===== config.mk =====
export PLATFORM = sky130hd
export DESIGN_NAME = vaddsub_pipe
export DESIGN_NICKNAME = d
export VERILOG_FILES = /design/src/rtl/vaddsub_pipe.sv
export SDC_FILE = /design/constraint.sdc
export NUM_CORES = 1
export LEC_CHECK = 0
export BUFFER_PORTS_ARGS = -buffer_cell sky130_fd_sc_hd__buf_2
export CAP_MARGIN = 0
export CORE_UTILIZATION = 40
export DETAILED_ROUTE_END_ITERATION = 8
export GPL_TIMING_DRIVEN = 0
export PLACE_DENSITY_LB_ADDON = 0.05
export RECOVER_POWER = 50
export SYNTH_ARGS = -nofsm -noshare
export SYNTH_HDL_FRONTEND = slang
export SYNTH_SLANG_ARGS = --single-unit

===== constraint.sdc =====
create_clock -name clk -period 3.95 [get_ports clk]
set_input_delay 0.1975 -clock clk [delete_from_list [all_inputs] [get_ports clk]]
set_output_delay 0.1975 -clock clk [all_outputs]
set_load 0.01 [all_outputs]

===== src/rtl/vaddsub_pipe.sv =====
// Two-stage SEW-segmented vector add/subtract with signed/unsigned saturation.
// Stage 1 forms byte-sliced sums and carries; stage 2 clamps, masks and holds the result.
module vaddsub_pipe #(
    parameter int VECTOR_WIDTH = 64,
    parameter int VECTOR_BYTE  = VECTOR_WIDTH / 8,
    parameter int ADDR_WIDTH   = 32
) (
    input  logic                    clk,
    input  logic                    rst,
    input  logic                    in_valid,
    output logic                    in_ready,
    input  logic [VECTOR_WIDTH-1:0] in_vec1,
    input  logic [VECTOR_WIDTH-1:0] in_vec2,
    input  logic [2:0]              in_op,
    input  logic [1:0]              in_sew,
    input  logic [VECTOR_BYTE-1:0]  byte_en,
    input  logic [ADDR_WIDTH-1:0]   in_addr,
    output logic                    out_valid,
    input  logic                    out_ready,
    output logic [VECTOR_WIDTH-1:0] out_vec,
    output logic [VECTOR_BYTE-1:0]  out_be,
    output logic [ADDR_WIDTH-1:0]   out_addr,
    output logic                    out_sat
);

    localparam int NB = VECTOR_BYTE;

    typedef enum logic [2:0] {
        OP_ADD   = 3'b000,
        OP_SUB   = 3'b001,
        OP_RSUB  = 3'b010,
        OP_SADDU = 3'b011,
        OP_SADD  = 3'b100,
        OP_SSUBU = 3'b101,
        OP_SSUB  = 3'b110,
        OP_RSVD  = 3'b111
    } op_e;

    // Low byte-index bits that address a byte within one element.
    function automatic logic [2:0] elem_mask(input logic [1:0] sew);
        case (sew)
            2'd0:    return 3'b000;
            2'd1:    return 3'b001;
            2'd2:    return 3'b011;
            default: return 3'b111;
        endcase
    endfunction

    function automatic logic byte_lsb(input int idx, input logic [1:0] sew);
        logic [2:0] ib;
        ib = 3'(idx);
        return (ib & elem_mask(sew)) == 3'b000;
    endfunction

    function automatic logic byte_top(input int idx, input logic [1:0] sew);
        logic [2:0] ib;
        ib = 3'(idx);
        return (ib & elem_mask(sew)) == elem_mask(sew);
    endfunction

    // Handshake: a request moves on in_valid & in_ready, a result on out_valid & out_ready.
    // Each stage advances when it is empty or the stage after it advances, so
    // in_ready follows out_ready combinationally and a full pipe drains and refills
    // in the same cycle.
    logic s1_valid_q, s1_valid_d;
    logic out_valid_q, out_valid_d;
    logic run_q;
    logic s1_adv, s2_adv;

    logic [VECTOR_WIDTH-1:0] s1_sum_q;
    logic [NB-1:0]           s1_cout_q, s1_ovf_q, s1_asgn_q, s1_be_q;
    op_e                     s1_op_q;
    logic [1:0]              s1_sew_q;
    logic [ADDR_WIDTH-1:0]   s1_addr_q;

    logic [VECTOR_WIDTH-1:0] out_vec_q, out_vec_d;
    logic [NB-1:0]           out_be_q;
    logic [ADDR_WIDTH-1:0]   out_addr_q;
    logic                    out_sat_q, out_sat_d;

    assign s2_adv   = !out_valid_q || out_ready;
    assign s1_adv   = !s1_valid_q || s2_adv;
    assign in_ready = s1_adv && run_q;

    assign s1_valid_d  = in_ready ? in_valid : s1_valid_q;
    assign out_valid_d = s2_adv ? s1_valid_q : out_valid_q;

    // ---------------- stage 1: segmented adder ----------------
    op_e                     op_in;
    logic [VECTOR_WIDTH-1:0] opa, opb;
    logic                    sub_cin;
    logic [VECTOR_WIDTH-1:0] sum_d;
    logic [NB-1:0]           cout_d, ovf_d, asgn_d;

    assign op_in = op_e'(in_op);

    always_comb begin
        opa     = in_vec1;
        opb     = in_vec2;
        sub_cin = 1'b0;
        case (op_in)
            OP_SUB, OP_SSUBU, OP_SSUB: begin
                opb     = ~in_vec2;
                sub_cin = 1'b1;
            end
            OP_RSUB: begin
                opa     = in_vec2;
                opb     = ~in_vec1;
                sub_cin = 1'b1;
            end
            default: ;
        endcase
    end

    always_comb begin
        logic       c;
        logic [8:0] s9;
        logic [7:0] a_b, b_b;
        sum_d  = '0;
        cout_d = '0;
        ovf_d  = '0;
        asgn_d = '0;
        c      = sub_cin;
        s9     = '0;
        a_b    = '0;
        b_b    = '0;
        for (int i = 0; i < NB; i++) begin
            // The chain restarts at every element boundary with the op's carry-in.
            if (byte_lsb(i, in_sew)) c = sub_cin;
            a_b = opa[8*i +: 8];
            b_b = opb[8*i +: 8];
            s9  = {1'b0, a_b} + {1'b0, b_b} + {8'd0, c};
            sum_d[8*i +: 8] = s9[7:0];
            cout_d[i] = s9[8];
            ovf_d[i]  = (a_b[7] == b_b[7]) && (s9[7] != a_b[7]);
            asgn_d[i] = a_b[7];
            c = s9[8];
        end
    end

    always_ff @(posedge clk or negedge rst) begin
        if (!rst) begin
            run_q      <= 1'b0;
            s1_valid_q <= 1'b0;
            s1_sum_q   <= '0;
            s1_cout_q  <= '0;
            s1_ovf_q   <= '0;
            s1_asgn_q  <= '0;
            s1_be_q    <= '0;
            s1_op_q    <= OP_ADD;
            s1_sew_q   <= 2'd0;
            s1_addr_q  <= '0;
        end else begin
            run_q      <= 1'b1;
            s1_valid_q <= s1_valid_d;
            if (in_valid && in_ready) begin
                s1_sum_q  <= sum_d;
                s1_cout_q <= cout_d;
                s1_ovf_q  <= ovf_d;
                s1_asgn_q <= asgn_d;
                s1_be_q   <= byte_en;
                s1_op_q   <= op_in;
                s1_sew_q  <= in_sew;
                s1_addr_q <= in_addr;
            end
        end
    end

    // ---------------- stage 2: clamp, mask, flag ----------------
    // Spread each element's top-byte carry/overflow/sign across all its bytes.
    logic [NB-1:0] e_cout, e_ovf, e_asgn;

    always_comb begin
        logic c_top, o_top, s_top;
        e_cout = '0;
        e_ovf  = '0;
        e_asgn = '0;
        c_top  = 1'b0;
        o_top  = 1'b0;
        s_top  = 1'b0;
        for (int i = NB - 1; i >= 0; i--) begin
            if (byte_top(i, s1_sew_q)) begin
                c_top = s1_cout_q[i];
                o_top = s1_ovf_q[i];
                s_top = s1_asgn_q[i];
            end
            e_cout[i] = c_top;
            e_ovf[i]  = o_top;
            e_asgn[i] = s_top;
        end
    end

    always_comb begin
        logic       esat;
        logic [7:0] sval, rb;
        out_vec_d = '0;
        out_sat_d = 1'b0;
        esat      = 1'b0;
        sval      = 8'h00;
        rb        = 8'h00;
        for (int i = 0; i < NB; i++) begin
            esat = 1'b0;
            sval = 8'h00;
            case (s1_op_q)
                OP_SADDU: begin
                    esat = e_cout[i];
                    sval = 8'hFF;
                end
                OP_SSUBU: esat = !e_cout[i];
                OP_SADD, OP_SSUB: begin
                    esat = e_ovf[i];
                    if (byte_top(i, s1_sew_q)) sval = e_asgn[i] ? 8'h80 : 8'h7F;
                    else                       sval = e_asgn[i] ? 8'h00 : 8'hFF;
                end
                default: ;
            endcase
            rb = esat ? sval : s1_sum_q[8*i +: 8];
            if (s1_be_q[i]) begin
                out_vec_d[8*i +: 8] = rb;
                // Count an element once, through its least-significant byte.
                if (esat && byte_lsb(i, s1_sew_q)) out_sat_d = 1'b1;
            end
        end
    end

    always_ff @(posedge clk or negedge rst) begin
        if (!rst) begin
            out_valid_q <= 1'b0;
            out_vec_q   <= '0;
            out_be_q    <= '0;
            out_addr_q  <= '0;
            out_sat_q   <= 1'b0;
        end else begin
            out_valid_q <= out_valid_d;
            if (s2_adv && s1_valid_q) begin
                out_vec_q  <= out_vec_d;
                out_be_q   <= s1_be_q;
                out_addr_q <= s1_addr_q;
                out_sat_q  <= out_sat_d;
            end
        end
    end

    assign out_valid = out_valid_q;
    assign out_vec   = out_vec_q;
    assign out_be    = out_be_q;
    assign out_addr  = out_addr_q;
    assign out_sat   = out_sat_q;

endmodule


==> run summary, run 1 <==
vias per std cell: 5.30
RSZ-0062 raised after global routing: yes
first-pass GRT wire length: 86100 µm
syn_area_per_cell: 8.58 µm²
Syn Nets: 2079
Slew Limit Fails: 149
total number of vias: 14869
Place WS: -11260 ps
CTS tree: done
CTS root buf: clkbuf_16
clock power share: 26.9%
initial antenna violation count: 7
Post-DRT Antenna Nets: 0
clock buffer depth: 3
number of synthesized flops with an enable pin: 0
most frequent cells in the layout: 464 x nand2_1, 277 x buf_2, 241 x dfrtp_1
CP bufs+invs: 3
gpl congestion: 0.894
number of synthesis warnings: 0
dominant synthesized flop cell: dfrtp_1
WL final: 56500 µm
Cell Rows: 72
Max stage delay on crit path: 640 ps
Final Hold Fails: 0
commonest non-fill, non-tap cell in the layout: nand2_1
crit path DAT: 13540 ps
Die Ht: 200 µm
outcome: finished with violations
DR WL/cell: 20.1 µm
Comb power frac: 38.1%
largest area contributor in the netlist: dfrtp_1
CP required: 4430 ps
largest net degree at the start of global routing: 118
H-tree level count: 1
die width: 200 µm
Post-route DRC: 0
clk_skew: 15.5 ps
sequential area share after synthesis: 38.4%
PnR worst setup slack: -9110 ps
via count of the first global-routing pass: 14565
maxcap violations: 2
slowest CP cell: buf_1
post-synth top area share: 38.4%
Core Util, Final: 53.7%
P_int: 6560 µW
Final setup viols: 60
fin nets: 2513
TritonRoute pass-1 iters: 5
sequential power share: 35.0%
# IOs: 284
clk_lat worst skew: 560 ps
core area: 0.0386 mm²
Net Sw Power: 3790 µW
proportion of layout cells with a drive suffix above 1: 26.7%
failing checks: capacitance limit, slew limit, setup timing
worst-path maximum fanout: 10
period utilization: 331%
Layout Area Growth over Synthesis: 32.2%
synth unique cells: 70
f_max: 76.6 MHz
FF+latch count, synth: 241
DIE AREA: 0.0401 mm²
synthesized area: 0.0157 mm²
TritonCTS Buffers: 28
CP endpoint kind: register
Initial Util: 40.6%
Least-Margin Pin Slew: 1630 ps
Leak: 0.00999 µW
slew margin rel.: -8.92%
startpoint types: primary input
Hold Crit Class: in -> reg
peak supply drop: 311 µV
clock-pin slew on the worst setup and hold paths: 60 ps
Sink Count: 241
Setup CP Type: in -> reg
share of flip-flops with an asynchronous set or reset: 100%
Synth area leaders: dfrtp_1 38%, nand2_1 11%, mux2i_1 7.9%
total grt overflow: 0
DPL Wire Length: 41700 µm
Cell Pwr Density: 498 mW/mm²
Syn Inst Count: 1830
Worst path top cell family by delay: compound AO/OA/AOI/OAI gates
GR Util All Layers: 27.6%
DRT iter0 DRCs: 779
Sw Share: 36.6%
number of port buffers: 280
most used cell, CP: fa_2
min Tclk post-route: 13060 ps
-- stage by stage --
step	hold WS (ps)	power, µW	instances	TNS, ps	area (µm²)
detailed placement	76.6	7120	2630	-424410	18000
CTS	18.5	10300	2777	-310580	20400
global placement	391	7050	2628	-870800	17900
floorplan	-98.1	5710	1830	-292030	15900
finish	44.5	10300	2805	-302300	20800
global route	67.7	10900	2804	-321560	20800
-- power groups by stage --
stage | combinational [µW] | sequential, µW | clock, µW
detailed placement | 3460 | 3660 | 0
global route | 4310 | 3710 | 2930
floorplan | 2020 | 3690 | 0
finish | 3940 | 3620 | 2780
global placement | 3410 | 3640 | 0
CTS | 3800 | 3620 | 2840
-- flip-flops by register name (all words and copies together) (netlist names) --
name	flops
s1_valid_q	1
out_vec	64
s1_be_q	8
s1_sum_q	64
s1_ovf_q	8
out_sat	1
s1_asgn_q	8
run_q	1
s1_cout_q	8
s1_sew_q	2
s1_addr_q	32
out_addr	32
out_valid	1
s1_op_q	3
out_be	8
-- cells in the mapped netlist, types with 12 or more instances --
cell and n:
xnor2_1 78, nor3_1 23, mux2i_1 124, nor2_1 129, clkbuf_1 50, nor2b_1 22, o21ai_0 182, o21ai_1 17
o41ai_1 12, a21oi_1 61, inv_1 39, o31ai_1 21, ha_1 56, xor2_1 29, fa_1 16, dfrtp_1 241
buf_1 21, nand2_1 466, mux2_2 47, o22ai_1 23, buf_2 27, o21a_1 16
-- timing repair --
action / in CTS / in global routing
cloned: 1 / 0
setup endpoints to repair: 70 / 62
resized for setup: 124 / 51
hold buffers: 43 / 0
pin swaps: 53 / 77
setup buffers: 66 / 28
endpoints found under the hold margin: 283 / 0
-- per-layer routing --
metal	routed length, µm	up-vias	global-route usage [%]
li1	-	7123	-
met1	26000	7183	38.2
met2	25600	463	44.4
met3	3310	92	4.36
met4	1540	8	8.02
met5	52	-	0
-- cells by family (layout without fill, tap and decap cells) --
kind of cell | after synthesis | in the layout | share of synthesized area (%)
xor gates and xnor gates | 107 | 107 | 5.97
buffers and inverters | 148 | 603 | 4.09
other | 1 | 3 | 0.0239
adders and majority gates | 72 | 72 | 6.50
AOI/OAI and AO/OA | 406 | 406 | 15.8
DFF | 241 | 241 | 38.4
and+or+nand+nor | 681 | 681 | 17.6
muxes | 174 | 174 | 11.7
-- final cells by class --
cell class	count	area (µm²)
Tap cell	518	648
Sequential cell	241	6030
Clock inverter	8	125
Inverter	39	146
Fill cell	3636	17900
Timing Repair Buffer	405	2490
Multi-Input combinational cell	1441	9780
Buffer	108	664
Antenna cell	2	5.00
Clock buffer	43	868
-- worst paths after layout --
check / startpoint / end / slack, ps / depth (start not counted)
max in group asynchronous: rst / out_vec[25] / 890 / 3
min in group asynchronous: rst / out_addr[7] / 570 / 2
setup reg to reg: out_valid / s1_op_q[2] / 1250 / 7
hold reg to reg: s1_addr_q[17] / out_addr[17] / 470 / 2
hold / removal: in_sew[1] / s1_sew_q[1] / 40 / 3
setup / recovery: in_op[0] / s1_cout_q[7] / -9110 / 67
-- worst reg2reg max path: stages, from the launching register on --
cell and delay (ps):
dfrtp_1 370, nand2b_1 150, o21a_1 250, and2_1 190, clkbuf_1 620, clkbuf_1 720
nand2_1 230, nand2_1 100
Note: power is estimated with default switching activity, not from simulation.
==> run 2: changes to the inputs <==
--- a/config.mk
+++ b/config.mk
@@ -7,6 +7,8 @@
 export LEC_CHECK = 0
 export BUFFER_PORTS_ARGS = -buffer_cell sky130_fd_sc_hd__buf_2
 export CAP_MARGIN = 0
+export CORE_ASPECT_RATIO = 0.5
+export CORE_MARGIN = 1
 export CORE_UTILIZATION = 40
 export DETAILED_ROUTE_END_ITERATION = 8
 export GPL_TIMING_DRIVEN = 0
==> run 2 against run 1 <==
Effect of this change: the run still ends with capacitance limit, slew limit, setup timing left; clock power fell by 9.7%; flip-flop and latch count did not move; worst hold slack improved by 53 ps; sequential share of layout area rose by 0.23 points; core utilization rose by 0.44 points; critical path depth rose by 2; critical endpoint is now s1_ovf_q[7]; largest cell class unchanged; largest power group unchanged.
==> run summary, run 2 (synthesis gave the netlist of run 1 again) <==
Setup CP Type: in -> reg
startpoint types: primary input
CTS root buf: clkbuf_16
PnR worst setup slack: -9230 ps
slew margin rel.: -5.52%
CTS tree: done
Final Hold Fails: 0
outcome: finished with violations
most frequent cells in the layout: 463 x nand2_1, 280 x buf_2, 241 x dfrtp_1
Final setup viols: 62
CP required: 4410 ps
total grt overflow: 0
# IOs: 284
slowest CP cell: fa_2
Layout Area Growth over Synthesis: 31.2%
fin nets: 2526
Levels on crit path: 69
RSZ-0062 raised after global routing: yes
largest net degree at the start of global routing: 113
core area: 0.0380 mm²
Sink Count: 241
Post-DP Area: 0.0180 mm²
Worst R2R Path Depth: 7
most used cell, CP: fa_2
Core Util, Final: 54.2%
clock-pin slew on the worst setup and hold paths: 60 ps
Cell Rows: 50
worst reg2reg endpoint: s1_sum_q[0]
hold slack: 97.2 ps
gpl congestion: 0.922
CP bufs+invs: 3
initial antenna violation count: 6
Worst path top cell family by delay: adder cells
min Tclk post-route: 13180 ps
crit path DAT: 13640 ps
Leak: 0.00993 µW
hold_sp: in_vec1[15]
Worst R2R Start: out_valid
Slew Limit Fails: 246
GR Util All Layers: 28.5%
H-tree level count: 1
Max stage delay on crit path: 440 ps
vias per std cell: 5.33
CP endpoint kind: register
first-pass GRT wire length: 86400 µm
sequential power share: 35.9%
failing checks: capacitance limit, slew limit, setup timing
clock power share: 24.6%
proportion of layout cells with a drive suffix above 1: 26.9%
Least-Margin Pin Slew: 1580 ps
DPL Wire Length: 42000 µm
peak supply drop: 332 µV
TritonCTS Buffers: 25
via count of the first global-routing pass: 14256
clock buffer depth: 3
Post-Layout Cell Count: 2818
die width: 282 µm
commonest non-fill, non-tap cell in the layout: nand2_1
WL final: 57700 µm
Hold Crit Class: in -> reg
TritonRoute pass-1 iters: 5
placed insts: 2632
worst-path maximum fanout: 6
Die Ht: 142 µm
number of port buffers: 280
cell area after layout: 0.0206 mm²
Post-route DRC: 0
period utilization: 334%
total number of vias: 15013
Comb power frac: 39.5%
worst hold stages: 3
FF-to-FF setup slack: 970 ps
clk_skew: 13.7 ps
P_int: 6280 µW
maxcap violations: 3
DR WL/cell: 20.5 µm
DRT iter0 DRCs: 1220
Initial Util: 41.3%
clk_lat worst skew: 560 ps
f_max: 75.9 MHz
hold endpoint: s1_asgn_q[1]
Sw Share: 38.5%
Net Sw Power: 3930 µW
Post-DRT Antenna Nets: 0
DIE AREA: 0.0401 mm²
Fin Setup TNS: -317870 ps
Cell Pwr Density: 495 mW/mm²
[run 2: cell count changes in the layout (fill, tap and decap cells not counted), sizes merged]
cell	delta
clkbuf	-8
bufinv	-2
buf	+16
diode	+3
clkinv	-1
clkinvlp	+3
[run 2: cell type report]
cell class	instances	area (µm²)
Antenna cell	5	12.5
Buffer	108	639
Clock buffer	35	753
Clock inverter	8	90.1
Fill cell	3652	17400
Inverter	39	146
Multi-Input combinational cell	1441	9620
Sequential cell	241	6030
Tap cell	520	651
Timing Repair Buffer	421	2660
[run 2: how the worst max path moves through the flow]
stage / startpoint / to
final: in_op[2] / s1_ovf_q[7]
after global routing: in_op[2] / s1_ovf_q[7]
after CTS: in_op[1] / s1_ovf_q[7]
after detailed placement: in_op[1] / s1_sum_q[62]
after global placement: in_op[1] / s1_sum_q[62]
after floorplan: in_op[2] / s1_sum_q[62]
[run 2: stage by stage]
step,total power (µW),worst slack [ps]
2_1_floorplan,5710,-8530
3_3_place_gp,7150,-10800
3_5_place_dp,7190,-10680
4_1_cts,10100,-8980
5_1_grt,10800,-9710
6_report,10200,-9230
[run 2: repair_timing]
item	CTS	global route
gates cloned	0	0
setup buffers	97	23
gates resized for setup	98	64
hold buffers	43	0
pin swaps	37	57
endpoints found under the hold margin	283	0
setup endpoints to repair	69	64
[run 2: worst register-to-register path, delay by kind of cell, from the launching register on]
kind                   cells  cell delay (ps)
flip-flops                 1              380
AND/OR/NAND/NOR            4              840
buffers and inverters      2             1410
AO/OA/AOI/OAI              1              280
[run 2: routing by layer]
metal	up-vias	GRT usage [%]	routed length (µm)	part of all wire, %
met2	474	41.7	24300	42
met5	-	0	27	0.047
met4	4	5.32	834	1.4
met3	60	4.99	4280	7.4
met1	7333	43.7	28200	49
li1	7142	-	-	-
[run 2: power by group through the flow]
stage          logic [µW]  clock network [µW]  registers (µW)
2_1_floorplan        2020                   0            3690
3_3_place_gp         3470                   0            3680
3_5_place_dp         3500                   0            3690
4_1_cts              3890                2550            3650
5_1_grt              4410                2650            3750
6_report             4030                2510            3670
